### config.mk
export PLATFORM = sky130hd
export DESIGN_NAME = pipe_stall_ctrl
export DESIGN_NICKNAME = d
export VERILOG_FILES = /design/src/rtl/pipe_stall_ctrl.sv
export SDC_FILE = /design/constraint.sdc
export NUM_CORES = 1
export LEC_CHECK = 0
export CAP_MARGIN = 10
export CORE_ASPECT_RATIO = 1.75
export CORE_UTILIZATION = 47
export DETAILED_ROUTE_END_ITERATION = 6
export PLACE_DENSITY = 0.84
export SLEW_MARGIN = 5
export SYNTH_ARGS = -nofsm -noshare
export SYNTH_HDL_FRONTEND = slang
export SYNTH_SLANG_ARGS = --single-unit
### constraint.sdc
create_clock -name clk -period 2.3 [get_ports clk]
set_clock_uncertainty 0.05 [all_clocks]
set_input_delay 0.575 -clock clk [delete_from_list [all_inputs] [get_ports clk]]
set_output_delay 0.575 -clock clk [all_outputs]
set_load 0.02 [all_outputs]
### src/rtl/pipe_stall_ctrl.sv
// Pipeline hazard controller: merges stage-tagged stall requests into
// stall/bubble/flush vectors, debug halt/step FSM, perf counters, watchdog.
module pipe_stall_ctrl #(
    parameter int                      NSTAGE    = 5,
    parameter int                      NREQ      = 3,
    parameter int                      IDX_W     = 3,
    parameter logic [NREQ*IDX_W-1:0]   REQ_STAGE = {3'd3, 3'd1, 3'd0},
    parameter int                      CNT_W     = 32,
    parameter int                      WDOG      = 1024
) (
    input  logic              clk,
    input  logic              rst,
    input  logic [NREQ-1:0]   stallreq,
    input  logic              flush_req,
    input  logic [IDX_W-1:0]  flush_stage,
    input  logic              halt_req,
    input  logic              step,
    input  logic              resume,
    input  logic              cnt_clr,
    output logic [NSTAGE-1:0] stall,
    output logic [NSTAGE-1:0] bubble,
    output logic [NSTAGE-1:0] flush,
    output logic              flush_ack,
    output logic              halted,
    output logic              hang,
    output logic [CNT_W-1:0]  stall_cnt,
    output logic [CNT_W-1:0]  flush_cnt
);

    localparam logic [1:0] S_RUN  = 2'd0;
    localparam logic [1:0] S_HALT = 2'd1;
    localparam logic [1:0] S_STEP = 2'd2;

    localparam int WD_W = (WDOG > 1) ? $clog2(WDOG + 1) : 1;

    logic [1:0]        r_state;
    logic [1:0]        w_state_nxt;
    logic [CNT_W-1:0]  r_stall_cnt;
    logic [CNT_W-1:0]  r_flush_cnt;
    logic [WD_W-1:0]   r_wd;
    logic [WD_W-1:0]   w_wd_nxt;
    logic              r_hang;

    logic              w_any;
    logic [IDX_W-1:0]  w_m;
    logic              w_dbg;
    logic [NSTAGE-1:0] w_hz;
    logic [NSTAGE-1:0] w_stall;
    logic [NSTAGE-1:0] w_bubble;
    logic [NSTAGE-1:0] w_flush;
    logic              w_fs_ok;
    logic              w_tgt_stall;
    logic              w_ack;
    logic              w_wd_hit;

    // Deepest active requester decides how far back the pipe must hold.
    always_comb begin
        w_any = 1'b0;
        w_m   = '0;
        for (int k = 0; k < NREQ; k++) begin
            if (stallreq[k]) begin
                if (!w_any || (REQ_STAGE[k*IDX_W +: IDX_W] > w_m)) begin
                    w_m = REQ_STAGE[k*IDX_W +: IDX_W];
                end
                w_any = 1'b1;
            end
        end
    end

    assign w_dbg = (r_state == S_HALT);

    always_comb begin
        w_hz = '0;
        for (int i = 0; i < NSTAGE; i++) begin
            w_hz[i] = w_any && (IDX_W'(i) <= w_m);
        end
    end

    assign w_stall = w_hz | {NSTAGE{w_dbg}};

    always_comb begin
        w_fs_ok     = (int'(flush_stage) < NSTAGE);
        w_tgt_stall = 1'b0;
        for (int i = 0; i < NSTAGE; i++) begin
            if (IDX_W'(i) == flush_stage) begin
                w_tgt_stall = w_stall[i];
            end
        end
    end

    assign w_ack = flush_req && !w_tgt_stall;

    always_comb begin
        w_flush = '0;
        for (int i = 1; i < NSTAGE; i++) begin
            w_flush[i] = w_ack && w_fs_ok && (IDX_W'(i) <= flush_stage);
        end
    end

    // The stage just past the stall point takes a NOP unless flushed.
    always_comb begin
        w_bubble = '0;
        for (int i = 1; i < NSTAGE; i++) begin
            w_bubble[i] = w_any && !w_dbg && (w_m == IDX_W'(i - 1));
        end
        w_bubble = w_bubble & ~w_flush;
    end

    assign stall     = rst ? w_stall  : '0;
    assign bubble    = rst ? w_bubble : '0;
    assign flush     = rst ? w_flush  : '0;
    assign flush_ack = rst && w_ack;

    always_comb begin
        w_state_nxt = r_state;
        unique case (r_state)
            S_RUN:   if (halt_req) w_state_nxt = S_HALT;
            S_HALT: begin
                if (resume)    w_state_nxt = S_RUN;
                else if (step) w_state_nxt = S_STEP;
            end
            S_STEP:  w_state_nxt = S_HALT;
            default: w_state_nxt = S_RUN;
        endcase
    end

    always_ff @(posedge clk or negedge rst) begin
        if (!rst) begin
            r_state <= S_RUN;
        end else begin
            r_state <= w_state_nxt;
        end
    end

    always_ff @(posedge clk or negedge rst) begin
        if (!rst) begin
            r_stall_cnt <= '0;
            r_flush_cnt <= '0;
        end else if (cnt_clr) begin
            r_stall_cnt <= '0;
            r_flush_cnt <= '0;
        end else begin
            if (w_any && (r_stall_cnt != {CNT_W{1'b1}})) begin
                r_stall_cnt <= r_stall_cnt + CNT_W'(1);
            end
            if (w_ack && (r_flush_cnt != {CNT_W{1'b1}})) begin
                r_flush_cnt <= r_flush_cnt + CNT_W'(1);
            end
        end
    end

    // Debug halt freezes the watchdog rather than restarting it.
    always_comb begin
        w_wd_nxt = r_wd;
        if (!w_any) begin
            w_wd_nxt = '0;
        end else if (!w_dbg && (r_wd != WD_W'(WDOG))) begin
            w_wd_nxt = r_wd + WD_W'(1);
        end
    end

    assign w_wd_hit = (WDOG != 0) && (w_wd_nxt == WD_W'(WDOG));

    always_ff @(posedge clk or negedge rst) begin
        if (!rst) begin
            r_wd   <= '0;
            r_hang <= 1'b0;
        end else if (cnt_clr) begin
            r_wd   <= '0;
            r_hang <= 1'b0;
        end else begin
            r_wd   <= w_wd_nxt;
            r_hang <= r_hang | w_wd_hit;
        end
    end

    assign halted    = w_dbg;
    assign hang      = r_hang;
    assign stall_cnt = r_stall_cnt;
    assign flush_cnt = r_flush_cnt;

endmodule

# Word-level counts from Yosys, hierarchy flattened
# Index checks and enable logic that the tools add are counted.
[word_totals] ff_bits=78 in_bits=13 out_inout_bits=82 wordCells=94
[classes] add_sub_neg=3 magnitude_cmp=11 n_eq_ne=15 n_mux=26 bitwise=4 reduce_logical=30
[ops] cell="32-bit two-way mux" n=4
[ops] cell="32-bit by 1-bit adder with 32-bit output, second input constant" n=2
[ops] cell="32-bit != test, second input constant" n=2
[ops] cell="11-bit two-way mux" n=3
[ops] cell="1-bit logical AND" n=20
[ops] cell="5-bit two-way mux" n=3
[ops] cell="2-bit by 3-bit less-or-equal comparator with 1-bit output, first input constant" n=4
[ops] cell="11-bit by 1-bit adder with 11-bit output, second input constant" n=1
[ops] cell="11-bit equality test, second input constant" n=1
[ops] cell="11-bit != test, second input constant" n=1
[ops] cell="1-bit two-way mux" n=10
[ops] cell="1-bit by 3-bit less-or-equal comparator with 1-bit output, first input constant" n=3
[ops] cell="2-bit by 3-bit equality test with 1-bit output, first input constant" n=2
[ops] cell="3-bit by 2-bit equality test with 1-bit output, second input constant" n=2
[ops] cell="3-bit less-or-equal comparator, first input constant" n=2
[ops] cell="3-bit zero test" n=2
[ops] cell="2-bit two-way mux" n=3
[ops] cell="3-bit two-way mux" n=2
[ops] cell="2-bit case mux with 3 select lines" n=1
[ops] cell="5-bit AND" n=1
[ops] cell="5-bit inverter" n=1
[ops] cell="5-bit OR" n=1
[ops] cell="2-bit nonzero test" n=2
[ops] cell="1-bit by 3-bit equality test with 1-bit output, first input constant" n=1
[ops] cell="13 further kinds" n=15

# Depth between registers and ports, before layout
[depth] word_depth=21 depth_mapped=9 depth_no_buf=7

# Worst setup path after synthesis
# Ideal clock, no wire load.
[synth_path] kind="input to output" from="input flush_stage[1]" to="output bubble[1]" arrival_time_ps=1913 t_required_ps=1675 setup_slack_ps=-238 stages=5 n_path_buf=0 cell_sequence="or3b_1 > o21ai_0 > o21ai_2 > and2_0 > a21oi_1"
[synth_between] elab_chain_cells=13 elab_cells_between_ends=19 classes_between="order compare: 2; eq/ne: 4; mux: 6; bitwise: 2; reduce/logical: 5"
[synth_rtl] item="start, declared" line="15" text="input logic [IDX_W-1:0] flush_stage,"
[synth_rtl] item="3-bit zero test" line="85" text="if (IDX_W'(i) == flush_stage) begin"
[synth_rtl] item="1-bit two-way mux (5 in a row)" line="85"
[synth_rtl] item="1-bit zero test" line="91" text="assign w_ack = flush_req && !w_tgt_stall;"
[synth_rtl] item="1-bit logical AND" line="91"
[synth_rtl] item="1-bit logical AND" line="96" text="w_flush[i] = w_ack && w_fs_ok && (IDX_W'(i) <= flush_stage);"
[synth_rtl] item="1-bit logical AND (*)" line="96"
[synth_rtl] item="5-bit inverter (*)" line="106" text="w_bubble = w_bubble & ~w_flush;"
[synth_rtl] item="5-bit AND (*)" line="106"
[synth_rtl] item="5-bit two-way mux (*)" line="110" text="assign bubble = rst ? w_bubble : '0;"
[synth_rtl] item="end, declared" line="21" text="output logic [NSTAGE-1:0] bubble,"
# Mark *: on every way between the ends. The rest lies on a longest branch, timed or not.

# Final worst setup path
[layout_path] from="input flush_stage[0]" to="output flush[4]"
[layout_between] elab_chain_cells=11 elab_cells_between_ends=17 classes_between="order compare: 2; eq/ne: 4; mux: 6; reduce/logical: 5"
[layout_rtl] item="3-bit zero test" line="85"
[layout_rtl] item="1-bit two-way mux (5 in a row)" line="85"
[layout_rtl] item="1-bit zero test" line="91"
[layout_rtl] item="1-bit logical AND" line="91"
[layout_rtl] item="1-bit logical AND" line="96"
[layout_rtl] item="1-bit logical AND (*)" line="96"
[layout_rtl] item="5-bit two-way mux (*)" line="111" text="assign flush = rst ? w_flush : '0;"
[layout_rtl] item="end, declared" line="22" text="output logic [NSTAGE-1:0] flush,"
# Marks and branches as above.

==> impl_metrics.env <==
export IMPL_dieArea_mm2=0.00999
export IMPL_p_per_area_mw_per_mm2=524
export IMPL_slowest_delay_ns=0.39
export IMPL_status="complete, but fails checks"
export IMPL_die_h_um=132
export IMPL_core_mm2=0.00921
export IMPL_synth_main_ff_cell="dfrtp_1"
export IMPL_path_class="in -> out"
export IMPL_fmax_mhz=419
export IMPL_worstHoldPathType="in -> async"
export IMPL_p_switching_mw=0.834
export IMPL_ys_ff_latch=78
export IMPL_cts_tree="yes"
export IMPL_cts_sinks=78
export IMPL_start_util_pct=48.9
export IMPL_rr_startpoint="stall_cnt[21]$_DFFE_PN0P_"
export IMPL_dpl_hpwl_mm=9.08
export IMPL_combPwrFrac_pct=12.8
export IMPL_yosysSeqAreaShare_pct=43.3
export IMPL_ant_nets=0
export IMPL_fin_tns_setup_ns=-0.472
export IMPL_reg2reg_to="stall_cnt[11]$_DFFE_PN0P_"
export IMPL_final_max_slew_violation_count=0
export IMPL_violations="negative setup slack"
export IMPL_drive_gt1_share_pct=21.2
export IMPL_drt_iter0_drc=258
export IMPL_startpoint="flush_stage[0]"
export IMPL_nFillCells=704
export IMPL_cts_max_level=3
export IMPL_grt_pass1_wl_mm=21.1
export IMPL_worstPathCellList="buf_6 > or3b_4 > o21ai_2 > o21ai_2 > and2_4 > nand2_4 > nor2_1 > buf_4"
export IMPL_slowest_stage="or3b_4"
export IMPL_ys_types=55
export IMPL_cts_hold_buf=0
export IMPL_multiInputGateArea_mm2=0.00247
export IMPL_gp_congestion=0.901
export IMPL_p_leak_nw=2.58
export IMPL_intPower_mw=2.47
export IMPL_grt_use_total_pct=26.4
export IMPL_cts_buffers=9
export IMPL_synthArstFlopShare_pct=100
export IMPL_startpoint_type="primary input"
export IMPL_drtPass1Iterations=5
export IMPL_p_total_mw=3.31
export IMPL_global_route_overflow_total=0
export IMPL_cp_data_required_time_ns=1.67
export IMPL_period_share_pct=104
export IMPL_critPathMaxFanout=6
export IMPL_cts_clk_slew_worst_paths_ns=0.06
export IMPL_endpoint="flush[4]"
export IMPL_io_buffers=91
export IMPL_grt_pass1_vias=4426
export IMPL_r2r_cells=7
export IMPL_crit_arrival_ns=1.76
export IMPL_routed_wirelength_mm=12.7
export IMPL_grt_start_max_net_pins=33
export IMPL_setup_ws_ns=-0.0879
export IMPL_io_pins=95
export IMPL_rrSetupSlack_ns=0.12
export IMPL_insertion_delay_ns=0.34
export IMPL_cts_root_buffer="clkbuf_16"
export IMPL_n_antenna_cell=0
export IMPL_rsz0062_at_grt="yes"
export IMPL_seq_power_share_pct=42.8
export IMPL_fin_crit_ns=2.39
export IMPL_cpMostUsedCell="o21ai_2"
export IMPL_vdd_drop_max_v=0.000451
export IMPL_synth_edf_count=0
export IMPL_swShare_pct=25.2
export IMPL_netlist_area_mm2=0.00450
export IMPL_setup_viol_count_final=7
export IMPL_cap_viol_max_count=0
export IMPL_timing_slew_headroom_pct=62.3
export IMPL_area_growth_pct=39.9
export IMPL_drc=0
export IMPL_std_cell_rows=46
export IMPL_worst_pin_slew_ns=0.561
export IMPL_end_kind="output pin"
export IMPL_antenna_found_initial=0
export IMPL_viasPerCell=5.78
export IMPL_die_width_um=76
export IMPL_cts_path_max_buffers=2
export IMPL_via_count=4454
export IMPL_nNetsFinal=662
export IMPL_yosysWarnings=0
export IMPL_hold_viol=0
export IMPL_synthCells=500
export IMPL_p_clk_share_pct=44.4
export IMPL_ff_latch_area_mm2=0.00195
export IMPL_wl_per_cell_um=16.6
export IMPL_avgSynthCellArea_um2=9.01
## sequential cells by signal, indices dropped and copies added, names as in the netlist
signal	count
flush_cnt	32
stall_cnt	32
r_wd	11
r_state	2
hang	1
## how the worst min path moves through the flow
stage,startpoint,endpoint,slack (ns)
2_1_floorplan,rst,flush_cnt[0]$_DFFE_PN0P_,0.23
3_3_place_gp,hang$_DFF_PN0_,hang$_DFF_PN0_,0.48
3_5_place_dp,hang$_DFF_PN0_,hang$_DFF_PN0_,0.48
4_1_cts,rst,r_wd[10]$_DFF_PN0_,0.17
5_1_grt,rst,r_wd[10]$_DFF_PN0_,0.19
6_report,rst,r_wd[10]$_DFF_PN0_,0.19
## what timing repair did
action,4_1_cts,5_1_grt
endpoints found under the setup margin,43,38
buffers inserted,3,11
gates resized for setup,74,29
pin swaps,10,10
endpoints found under the hold margin,0,0
## stage by stage
step	hold WS [ns]	util, %	cell area, µm²	setup slack (ns)	std cells
2_1_floorplan	0.229	-	4550	0.00434	502
3_3_place_gp	0.476	63.5	5850	-0.900	740
3_5_place_dp	0.479	63.5	5850	-0.952	740
4_1_cts	0.174	67.1	6180	-0.0735	759
5_1_grt	0.191	68.5	6300	-0.121	770
6_report	0.193	68.5	6300	-0.0879	770
## placed cells by master, fill, tap and decap left out, types with 3 or more instances in the layout
cell              n
dfrtp_1          77
clkdlybuf4s50_1  69
buf_4            69
nor2_1           58
nand3_1          37
nand2_1          37
a21oi_1          33
xor2_1           24
or3_1            21
xnor2_1          21
o21ai_0          21
nand4_1          16
o31ai_1          10
or4_1            10
nor4_1            9
clkbuf_16         9
inv_1             8
nor3_1            8
buf_6             8
and3_1            7
and2_1            6
nand2b_1          4
and4_1            4
dlygate4sd2_1     4
buf_2             4
ha_1              3
conb_1            3
clkbuf_2          3
## cell usage after synthesis (all sizes together), types with 2 or more instances
library cell,n,share of area [%]
nand4,18,3.2
nor4,12,2.1
xnor2,21,4.1
clkbuf,15,1.2
buf,11,2.1
nor4b,4,1.1
nor3b,2,0.33
nor2,59,5.0
ha,4,1.1
o31ai,10,1.7
nand2,39,3.2
nand2b,6,1.0
o31a,2,0.39
or3,22,3.1
a31oi,2,0.28
and3,10,1.4
xor2,24,4.7
mux2i,2,0.44
inv,10,0.83
nand3b,2,0.33
or4,11,1.8
and2,7,0.97
a21boi,2,0.33
nor3,10,1.2
a21oi,37,4.1
nand3,39,4.6
o21ai,23,2.6
dfrtp,78,43
and4,5,0.97
## kinds of logic after synthesis
group	count (synthesis)	share of synthesized area [%]
compound gates	82	10.7
mux	3	0.694
other cells	1	0.0833
xor+xnor	45	8.75
simple gates	250	31.0
fa+ha+maj	4	1.11
flops	78	43.3
buf+inv	37	4.31
## critical path, delay by kind of cell
kind	cells	cell delay, ns
simple gates	4	0.72
buf+inv	2	0.24
compound gates	2	0.22
## power groups by stage
stage / logic [mW] / clock network, mW / registers (mW)
after floorplan: 0.198 / 0 / 1.45
after global placement: 0.394 / 0 / 1.44
after detailed placement: 0.403 / 0 / 1.44
after CTS: 0.404 / 1.49 / 1.41
after global routing: 0.458 / 1.54 / 1.42
final: 0.423 / 1.47 / 1.42
## final cells by class
class | instances | area share [%]
multi-input cells | 387 | 39.2
clock inverters | 5 | 0.893
well taps | 120 | 2.38
repair buffers | 158 | 21.9
clock buffers | 11 | 4.01
inverters | 11 | 0.655
flip-flops and latches | 78 | 31.0
## per-layer routing
metal  wire length (µm)  track usage, %
met5                  0               0
met4                428            15.0
met3                685            4.65
met2               6840            48.1
met1               4790            28.4
Power figures use the tool's default switching activity.
